`src/rtl/fir_pkg.sv`:
```
// Shared types and constants for the time-multiplexed FIR controller.
package fir_pkg;

    typedef enum logic [1:0] {
        IDLE,
        MAC,
        OUT
    } state_t;

    // Full-precision output width: product bits plus growth over N+1 taps.
    function automatic int out_width(input int w_x, input int w_k, input int n);
        return w_x + w_k + $clog2(n + 1);
    endfunction

    localparam logic signed [3:0] K_INIT_DEF [4] = '{4'sd1, 4'sd1, 4'sd1, 4'sd1};

endpackage

```
`src/rtl/fir_seq_mac_if.sv`:
```
// Sample source, result sink and coefficient write port of fir_seq_mac.
interface fir_seq_mac_if
    import fir_pkg::*;
#(
    parameter int N   = 3,
    parameter int W_X = 4,
    parameter int W_K = 4,
    parameter int W_Y = out_width(W_X, W_K, N),
    parameter int AW  = $clog2(N + 1)
);
    logic signed [W_X-1:0] x_data;
    logic                  x_valid;
    logic                  x_ready;
    logic signed [W_Y-1:0] y_data;
    logic                  y_valid;
    logic                  y_ready;
    logic                  k_wr_en;
    logic [AW-1:0]         k_wr_addr;
    logic signed [W_K-1:0] k_wr_data;
    logic                  busy;

    modport slave (
        input  x_data, x_valid, y_ready, k_wr_en, k_wr_addr, k_wr_data,
        output x_ready, y_data, y_valid, busy
    );

    modport master (
        output x_data, x_valid, y_ready, k_wr_en, k_wr_addr, k_wr_data,
        input  x_ready, y_data, y_valid, busy
    );
endinterface

```
`src/rtl/fir_delay_line.sv`:
```
// Circular sample buffer of N+1 words; the read port is addressed by sample age.
module fir_delay_line #(
    parameter int N   = 3,
    parameter int W_X = 4,
    localparam int AW = $clog2(N + 1)
) (
    input  logic                  clk,
    input  logic                  rst,
    input  logic                  we,
    input  logic signed [W_X-1:0] wdata,
    input  logic [AW-1:0]         age,
    output logic signed [W_X-1:0] rdata
);
    logic signed [W_X-1:0] mem [N+1];
    logic [AW-1:0]         head;
    logic [AW:0]           rd_sum;
    logic [AW-1:0]         rd_addr;

    // NOTE: sequential state uses non-blocking assignments so every register
    // samples pre-edge values regardless of statement order.
    always_ff @(posedge clk) begin
        if (rst) begin
            head <= '0;
            // NOTE: the buffer is reset explicitly because filter history must
            // start from zero; a memory that is never reset comes up as X.
            for (int k = 0; k <= N; k++) begin
                mem[k] <= '0;
            end
        end else if (we) begin
            mem[head] <= wdata;
            head      <= (head == AW'(N)) ? '0 : head + 1'b1;
        end
    end

    // Newest sample sits just behind head: addr = (head - 1 - age) mod (N+1).
    assign rd_sum  = {1'b0, head} + (AW+1)'(N) - {1'b0, age};
    assign rd_addr = (rd_sum > (AW+1)'(N)) ? AW'(rd_sum - (AW+1)'(N + 1)) : AW'(rd_sum);
    assign rdata   = mem[rd_addr];

endmodule

```
`src/rtl/fir_seq_mac.sv`:
```
// Sequential FIR: one shared multiplier-accumulator steps through all N+1 taps per sample.
module fir_seq_mac
    import fir_pkg::*;
#(
    parameter int N   = 3,
    parameter int W_X = 4,
    parameter int W_K = 4,
    parameter int W_Y = out_width(W_X, W_K, N),
    parameter logic signed [W_K-1:0] K_INIT [N+1] = K_INIT_DEF
) (
    input logic          clk,
    input logic          rst,
    fir_seq_mac_if.slave bus
);
    localparam int TAPS = N + 1;
    localparam int AW   = $clog2(TAPS);
    localparam int W_P  = W_X + W_K;

    state_t                state, state_nxt;
    logic [AW-1:0]         tap;
    logic signed [W_K-1:0] coef [TAPS];
    logic signed [W_Y-1:0] acc;
    logic signed [W_Y-1:0] y_q;
    logic signed [W_X-1:0] z_tap;
    logic signed [W_P-1:0] prod;
    logic signed [W_Y-1:0] prod_ext;
    logic signed [W_Y-1:0] acc_sum;
    logic                  accept;
    logic                  last_tap;

    fir_delay_line #(.N(N), .W_X(W_X)) u_delay_line (
        .clk   (clk),
        .rst   (rst),
        .we    (accept),
        .wdata (bus.x_data),
        .age   (tap),
        .rdata (z_tap)
    );

    assign accept   = (state == IDLE) && bus.x_valid;
    assign last_tap = (tap == AW'(N));
    assign prod     = W_P'(z_tap) * W_P'(coef[tap]);
    assign prod_ext = {{(W_Y - W_P){prod[W_P-1]}}, prod};
    assign acc_sum  = acc + prod_ext;
    assign bus.y_data = y_q;

    always_ff @(posedge clk) begin
        if (rst) state <= IDLE;
        else     state <= state_nxt;
    end

    always_comb begin
        // NOTE: every output gets a default before the case so no path leaves
        // a signal unassigned, which would otherwise infer a latch.
        state_nxt   = state;
        bus.x_ready = 1'b0;
        bus.y_valid = 1'b0;
        bus.busy    = 1'b1;
        case (state)
            IDLE: begin
                bus.x_ready = 1'b1;
                bus.busy    = 1'b0;
                if (bus.x_valid) state_nxt = MAC;
            end
            MAC: begin
                if (last_tap) state_nxt = OUT;
            end
            OUT: begin
                bus.y_valid = 1'b1;
                if (bus.y_ready) state_nxt = IDLE;
            end
            default: state_nxt = IDLE;
        endcase
    end

    always_ff @(posedge clk) begin
        if (rst) begin
            acc <= '0;
            tap <= '0;
            y_q <= '0;
            for (int k = 0; k < TAPS; k++) begin
                coef[k] <= K_INIT[k];
            end
        end else begin
            // Coefficients change only between samples; writes while busy are dropped.
            if (state == IDLE && bus.k_wr_en && int'(bus.k_wr_addr) < TAPS) begin
                coef[bus.k_wr_addr] <= bus.k_wr_data;
            end
            case (state)
                IDLE: begin
                    if (accept) begin
                        acc <= '0;
                        tap <= '0;
                    end
                end
                MAC: begin
                    if (last_tap) begin
                        y_q <= acc_sum;
                    end else begin
                        acc <= acc_sum;
                        tap <= tap + 1'b1;
                    end
                end
                default: ;
            endcase
        end
    end

endmodule
```
`src/flat_wrapper.sv`:
```
// flat-port wrapper written by rule: the top's interface ports become plain ports
module fir_seq_mac_flat import fir_pkg::*;
#(
    parameter int N   = 3,
    parameter int W_X = 4,
    parameter int W_K = 4,
    parameter int W_Y = out_width(W_X, W_K, N),
    parameter logic signed [W_K-1:0] K_INIT [N+1] = K_INIT_DEF
)
  (clk, rst, bus_x_data, bus_x_valid, bus_y_ready, bus_k_wr_en, bus_k_wr_addr, bus_k_wr_data, bus_x_ready, bus_y_data, bus_y_valid, bus_busy);
  fir_seq_mac_if #(.N(N), .W_X(W_X), .W_K(W_K), .W_Y(W_Y)) bus_i ();
  input logic clk;
  input logic rst;
  input wire logic [$bits(bus_i.x_data)-1:0] bus_x_data;
  input wire logic [$bits(bus_i.x_valid)-1:0] bus_x_valid;
  input wire logic [$bits(bus_i.y_ready)-1:0] bus_y_ready;
  input wire logic [$bits(bus_i.k_wr_en)-1:0] bus_k_wr_en;
  input wire logic [$bits(bus_i.k_wr_addr)-1:0] bus_k_wr_addr;
  input wire logic [$bits(bus_i.k_wr_data)-1:0] bus_k_wr_data;
  output wire logic [$bits(bus_i.x_ready)-1:0] bus_x_ready;
  output wire logic [$bits(bus_i.y_data)-1:0] bus_y_data;
  output wire logic [$bits(bus_i.y_valid)-1:0] bus_y_valid;
  output wire logic [$bits(bus_i.busy)-1:0] bus_busy;
  assign bus_i.x_data = bus_x_data;
  assign bus_i.x_valid = bus_x_valid;
  assign bus_i.y_ready = bus_y_ready;
  assign bus_i.k_wr_en = bus_k_wr_en;
  assign bus_i.k_wr_addr = bus_k_wr_addr;
  assign bus_i.k_wr_data = bus_k_wr_data;
  assign bus_x_ready = bus_i.x_ready;
  assign bus_y_data = bus_i.y_data;
  assign bus_y_valid = bus_i.y_valid;
  assign bus_busy = bus_i.busy;
  fir_seq_mac #(.N(N), .W_X(W_X), .W_K(W_K), .W_Y(W_Y), .K_INIT(K_INIT)) u_core (.clk(clk), .rst(rst), .bus(bus_i));
endmodule
```
`config.mk`:
```
export PLATFORM = sky130hd
export DESIGN_NAME = fir_seq_mac_flat
export DESIGN_NICKNAME = d
export VERILOG_FILES = /design/src/rtl/fir_pkg.sv /design/src/rtl/fir_seq_mac_if.sv /design/src/rtl/fir_delay_line.sv /design/src/rtl/fir_seq_mac.sv /design/src/flat_wrapper.sv
export SDC_FILE = /design/constraint.sdc
export NUM_CORES = 1
export LEC_CHECK = 0
export CAP_MARGIN = 20
export CORE_MARGIN = 4
export CORE_UTILIZATION = 52
export DETAILED_ROUTE_END_ITERATION = 8
export PLACE_DENSITY = 0.72
export SKIP_LAST_GASP = 1
export SLEW_MARGIN = 0
export SYNTH_ARGS = -nofsm -noshare
export SYNTH_HDL_FRONTEND = slang
export SYNTH_HIERARCHICAL = 1
export SYNTH_SLANG_ARGS = --single-unit
```
`constraint.sdc`:
```
create_clock -name clk -period 6.49 [get_ports clk]
set_input_delay 0.649 -clock clk [delete_from_list [all_inputs] [get_ports clk]]
set_output_delay 0.649 -clock clk [all_outputs]
set_load 0.01 [all_outputs]
```
==> metrics.txt, run 1 <==
final WL around 6900 um; via count between 2k and 2.5k; starting density of the core 0.5357; DRC violations left 0; Max Cap Violations 0; HPWL after DPL around 5300 um; IO Pins 28; clock root cell clkbuf_8; CTS Buf Count 9; clock skew slightly below 0.01 ns; Post-CTS Hold Fix Bufs 0; minimum hold slack approximately 0.45 ns; Mapped Nets between 300 and 400; Clk pin slew, worst setup/hold paths 0.07 ns; fillcell total ~570; area leader, netlist edfxtp_1; RD Place Congestion 0.8016; HP Class flop to flop; DR pass1 iterations 4; die extent in y roughly 90 um; Core Box Area around 6800 um2; number of vias per cell about 5.4; final period utilization 0.7906; top cells by area, synth edfxtp_1, dfxtp_1, fa_1; CTS Buffer Depth 2; Ant. Diodes 0; WL/cell roughly 16 um; Reg area between 1500 and 2000 um2; share of Yosys cell area claimed by the top area cell type 0.2640; Worst-Skew Late Latency about 0.33 ns; worst setup margin roughly 1.4 ns; arrival time worst endpoint about 5.4 ns; Post-CTS Resized 0; I/O Buffers 27; # clock sinks 60; CTS H-tree depth 3; fraction of layout cells with a size suffix above 1 0.1095; P_leak 0.001769 uW; cell row count 30; fmax between 0.15 and 0.2 GHz; Mapped Area between 3000 and 4000 um2; Antenna Nets Post-Route 0; Finished Core Util 0.6131; die width a little over 90 um; Layout Nets 399; CTS tree done; Post-synth EDFFs 32; relative slew slack 0.2452; gr usage total 0.1747; top_reg_cell synth edfxtp_1; largest net degree at the start of global routing 48; Tmin final ~5.1 ns; antenna violations before repair 0; slowest stage delay, CP about 0.64 ns; iteration-0 DRC count of the detailed router between 100 and 150; slowest CP cell mux4_1; vias in the first global route roughly 2.3k; first-pass GRT wire length ~11,000 um; cell mode on critical path fa_1; Yosys reg bits 60; Final Power around 1400 uW; area grow syn2layout 14.44%; Die Area 8402 um2; Pwr Density roughly 340 nW/um2; slew of the pin with the lowest slew margin between 1 and 1.5 ns; CP max FO 4; Fin. Hold Viols 0; synthesized area per cell 11.63 um2; critical path required time 6.76 ns; worst-path cell chain inv_1 -> ha_1 -> mux4_1 -> nand2b_1 -> fa_1 -> fa_1 -> fa_1 -> inv_1 -> ha_1 -> a21o_1 -> a2111o_1 -> a41o_2 -> or4_1 -> nand3_1; synthesized instance count 313; status finished, final reports clean; Peak supply drop 0.0001933 V; final setup vio count 0; most common cell in the synthesized netlist and2_1; type of origin of the critical path flop; Ys Warns 6; ys async rst share 0; post-synthesis sequential area ratio 0.4180; WS Path Type flop to flop; Synth cell types 50; Post-synth top cells and2_1, edfxtp_1, inv_1; footprint of the multi-input gates 1938 um2; grt total ovfl 0; total negative slack 0 ns; crit path capture type flop; pre-CTS WS roughly 1.4 ns; max-slew violation count 0; unrepaired setup endpoints after global routing no; Post CTS Setup Buffer Count 0
==> report_power, final <==
group / internal [uW] / total [uW] / switching, uW
Clock: 177 / 326 / 149
Sequential: 432 / 454 / 21.8
Combinational: 274 / 622 / 347
Total: 884 / 1400 / 518
==> worst paths after layout <==
| check | to | cells after the start | startpoint | slack [ns] |
|---|---|---|---|---|
| worst max-delay path | u_core/acc[9] | 14 | u_core/tap[0] | 1.36 |
| worst min-delay path | u_core/bus.y_data[1] | 2 | u_core/bus.y_data[1] | 0.45 |
| worst min register to register | u_core/bus.y_data[1] | 2 | u_core/bus.y_data[1] | 0.45 |
| worst max register to register | u_core/acc[9] | 14 | u_core/tap[0] | 1.36 |
==> flip-flops by register name, indices dropped and copies added (netlist names), named ones only <==
signal                    cells
u_core/acc                   10
u_core/bus.y_data            10
u_core/coef                  16
u_core/u_delay_line/mem      16
u_core/u_delay_line/head      2
u_core/tap                    2
u_core/state                  2
==> through the flow <==
| stage | cell area [um2] | cells |
|---|---|---|
| floorplan | 3640 | 313 |
| global placement | 3974 | 427 |
| detailed placement | 3974 | 427 |
| CTS | 4165 | 443 |
| global route | 4165 | 443 |
| finish | 4165 | 443 |
==> cell families after synthesis <==
logic type                 after synthesis  synth area share
buffers and inverters                   41           0.05087
and+or+nand+nor                        115            0.1860
AOI/OAI and AO/OA                       36           0.07116
adders and majority gates               42            0.1815
DFF                                     60            0.4180
muxes                                   11           0.06532
xor gates and xnor gates                 8           0.02716
==> cells in the final DEF (no fill, tap or decap), types with 5 or more instances in the layout <==
cell,synthesis,layout
and2_1,35,35
edfxtp_1,32,32
inv_1,31,31
dfxtp_1,28,28
clkdlybuf4s50_1,0,27
ha_1,24,24
fa_1,18,18
nor2_1,16,16
nand2_1,16,16
a21oi_1,10,10
clkbuf_8,3,9
mux4_1,7,7
or2_2,7,7
a22oi_1,7,7
a21o_1,7,7
nand2b_1,6,6
nor2b_1,5,5
nand3b_1,5,5
nand3_1,5,5
xnor2_1,5,5
==> per-layer routing <==
metal / up-vias / global-route usage / share of wire
met5: - / 0 / 0
met4: 0 / 0.07161 / 0.017
met3: 11 / 0.04266 / 0.033
met2: 44 / 0.2757 / 0.49
met1: 1159 / 0.2307 / 0.46
li1: 1160 / - / -
==> final cells by class <==
cell class | count | area share
inverter | 31 | 0.02794
timing repair buffer | 28 | 0.06669
clock buffer | 10 | 0.03064
tap | 96 | 0.02884
clock inverter | 6 | 0.01532
multi-input combinational | 212 | 0.4653
sequential | 60 | 0.3653
==> worst max-delay path: cells and delay by family (launching register included) <==
family                   cells  cell delay (ns)
multiplexers                 1             0.64
flip-flops                   1             0.37
AND/OR/NAND/NOR              3             0.69
AO/OA/AOI/OAI                3             0.94
adder cells (fa/ha/maj)      5             2.31
buffers and inverters        2             0.13
Power figures use the tool's default switching activity.
==> run 2: changes to the inputs <==
==> constraint.sdc (replaced) <==
create_clock -name clk -period 5.1 [get_ports clk]
set_input_delay 0.51 -clock clk [delete_from_list [all_inputs] [get_ports clk]]
set_output_delay 0.51 -clock clk [all_outputs]
set_load 0.01 [all_outputs]
==> run 2 against run 1 <==
Via count hardly changed. Highest routed layer unchanged. Clock skew about the same. Fmax is 3.4% higher. Largest cell class unchanged.
==> metrics.txt, run 2 (synthesis results as in run 1) <==
relative slew slack 0.3791 (+0.1339); iteration-0 DRC count of the detailed router 151 (+36%); starting density of the core 0.5357 (unchanged); IO Pins 28 (unchanged); Worst-Skew Late Latency 0.33 ns (about the same); max-slew violation count 0 (unchanged); Core Box Area 6794 um2 (unchanged); I/O Buffers 27 (unchanged); area grow syn2layout 15.61%; CTS Buf Count 9 (unchanged); Antenna Nets Post-Route 0 (unchanged); Clk pin slew, worst setup/hold paths 0.07 ns (about the same); status finished, final reports clean; die width 91.67 um (unchanged); footprint of the multi-input gates 1951 um2 (+0.65%); CTS H-tree depth 3 (unchanged); cell row count 30 (unchanged); CTS Buffer Depth 2 (unchanged); final period utilization 0.9732 (+0.1826); Max Cap Violations 0 (unchanged); NetSw 683.3 uW (+32%); Finished Core Util 0.6193 (+0.006261); Switching Fraction 0.3699 (about the same); grt total ovfl 0 (unchanged); Clock power frac 0.227 (-0.006); vias in the first global route 2,429 (+3.8%); commonest non-fill, non-tap cells in the layout and2_1, edfxtp_1, inv_1, dfxtp_1, clkdlybuf4s50_1; Ant. Diodes 0 (unchanged); Die Area 8402 um2 (unchanged); Peak supply drop 0.0001849 V (-4.4%); slew of the pin with the lowest slew margin 0.9273 ns (-0.2007 ns); arrival time worst endpoint 5.24 ns (-0.16 ns); via count 2,373 (-0.042%); minimum hold slack 0.4534 ns (-0.0006210 ns); Fin. Hold Viols 0 (unchanged); Pwr Density 439.0 nW/um2 (+30%); slowest stage delay, CP 0.55 ns (-0.09 ns); biggest regs u_core/coef (16), u_core/u_delay_line/mem (16); RD Place Congestion 0.7967 (-0.61%); crit path capture type flop; Finished Cell Area 4208 um2 (+1.0%); HP Class flop to flop; Layout Nets 403 (+1.0%); Post CTS Setup Buffer Count 0 (unchanged); final setup vio count 0 (unchanged); largest net degree at the start of global routing 47 (-2.1%); DRC violations left 0 (unchanged); Seq pwr share 0.313 (-0.011); final cell count without fillers 447 (+0.90%); critical path required time 5.38 ns (-1.38 ns); total negative slack 0 ns (unchanged); Reg area 1521 um2 (unchanged); cell area after placement 3996 um2 (+0.57%); CP max FO 4 (unchanged); DR pass1 iterations 4 (unchanged); clock root cell clkbuf_8; Combinational Power Share 0.460 (+0.016); HPWL after DPL 5327 um (+1.4%); WS Path Type flop to flop; number of vias per cell 5.309 (-0.94%); fmax 0.2015 GHz (+3.4%); final WL 7108 um (+3.4%); P_leak 0.001781 uW (+0.67%); WL/cell 15.90 um (+2.5%); die extent in y 91.67 um (unchanged); gr usage total 0.1838 (+0.009130); dpl cells 430 (+0.70%); internal power 1164 uW (+32%); # clock sinks 60 (unchanged); Post-CTS Hold Fix Bufs 0 (unchanged); CTS tree done; antenna violations before repair 0 (unchanged); slowest CP cell mux4_2; first-pass GRT wire length 11,780 um (+3.9%); fillcell total 554 (-3.3%); commonest non-fill, non-tap cell in the layout and2_1; fraction of layout cells with a size suffix above 1 0.1339 (+0.02439); Tmin final 4.963 ns (-0.1679 ns); worst-path cell chain inv_1 -> ha_4 -> mux4_2 -> and2_2 -> fa_1 -> fa_1 -> inv_1 -> fa_1 -> inv_1 -> ha_1 -> o21ai_0 -> or2b_2 -> a41o_2 -> or4_1 -> nand3_1; type of origin of the critical path flop; clock skew 0.009368 ns (-0.0002383 ns)
[run 2: layer usage]
layer	routed length (um)	global-route usage	vias to the layer above
li1	-	-	1158
met1	3249	0.2389	1159
met2	3495	0.2946	47
met3	251	0.05578	9
met4	112	0.05905	0
met5	0	0	-
[run 2: worst max-delay path, delay by kind of cell, from the launching register on]
family	cells	cell delay, ns
DFF	1	0.38
buffers and inverters	3	0.18
muxes	1	0.55
and+or+nand+nor	4	1.09
adders and majority gates	5	2.23
AOI/OAI and AO/OA	2	0.46
[run 2: power by group through the flow]
| stage | combinational [uW] | clock, uW | sequential, uW |
|---|---|---|---|
| 2_1_floorplan | 625 | 0 | 576 |
| 3_3_place_gp | 786 | 0 | 586 |
| 3_5_place_dp | 813 | 0 | 587 |
| 4_1_cts | 830 | 428 | 577 |
| 5_1_grt | 951 | 452 | 581 |
| 6_report | 850 | 420 | 577 |
[run 2: path summary, 6_finish.rpt]
check | startpoint | end | slack, ns | cells past startpoint
setup reg to reg | u_core/tap[0] | u_core/bus.y_data[9] | 0.14 | 15
setup / recovery | u_core/tap[0] | u_core/bus.y_data[9] | 0.14 | 15
hold / removal | u_core/bus.y_data[1] | u_core/bus.y_data[1] | 0.45 | 2
hold reg to reg | u_core/bus.y_data[1] | u_core/bus.y_data[1] | 0.45 | 2
[run 2: stage by stage]
step / worst slack [ns] / power, uW
6_report: 0.1366 / 1847
2_1_floorplan: 0.2886 / 1201
5_1_grt: -0.01390 / 1984
3_3_place_gp: 0.1337 / 1372
4_1_cts: 0.006384 / 1835
3_5_place_dp: -0.03854 / 1400
[run 2: area by class of cell]
type                            count  area share
Sequential cell                    60      0.3616
Tap cell                           96     0.02855
Clock inverter                      6     0.01517
Inverter                           31     0.02765
Multi-Input combinational cell    212      0.4636
Clock buffer                       10     0.03033
Timing Repair Buffer               32     0.07315
[run 2: timing repair]
action | 4_1_cts | 5_1_grt
hold endpoints to repair | 0 | 0
gates resized for setup | 2 | 5
pin swaps | 0 | 0
cloned | 0 | 0
endpoints found under the setup margin | 4 | 4
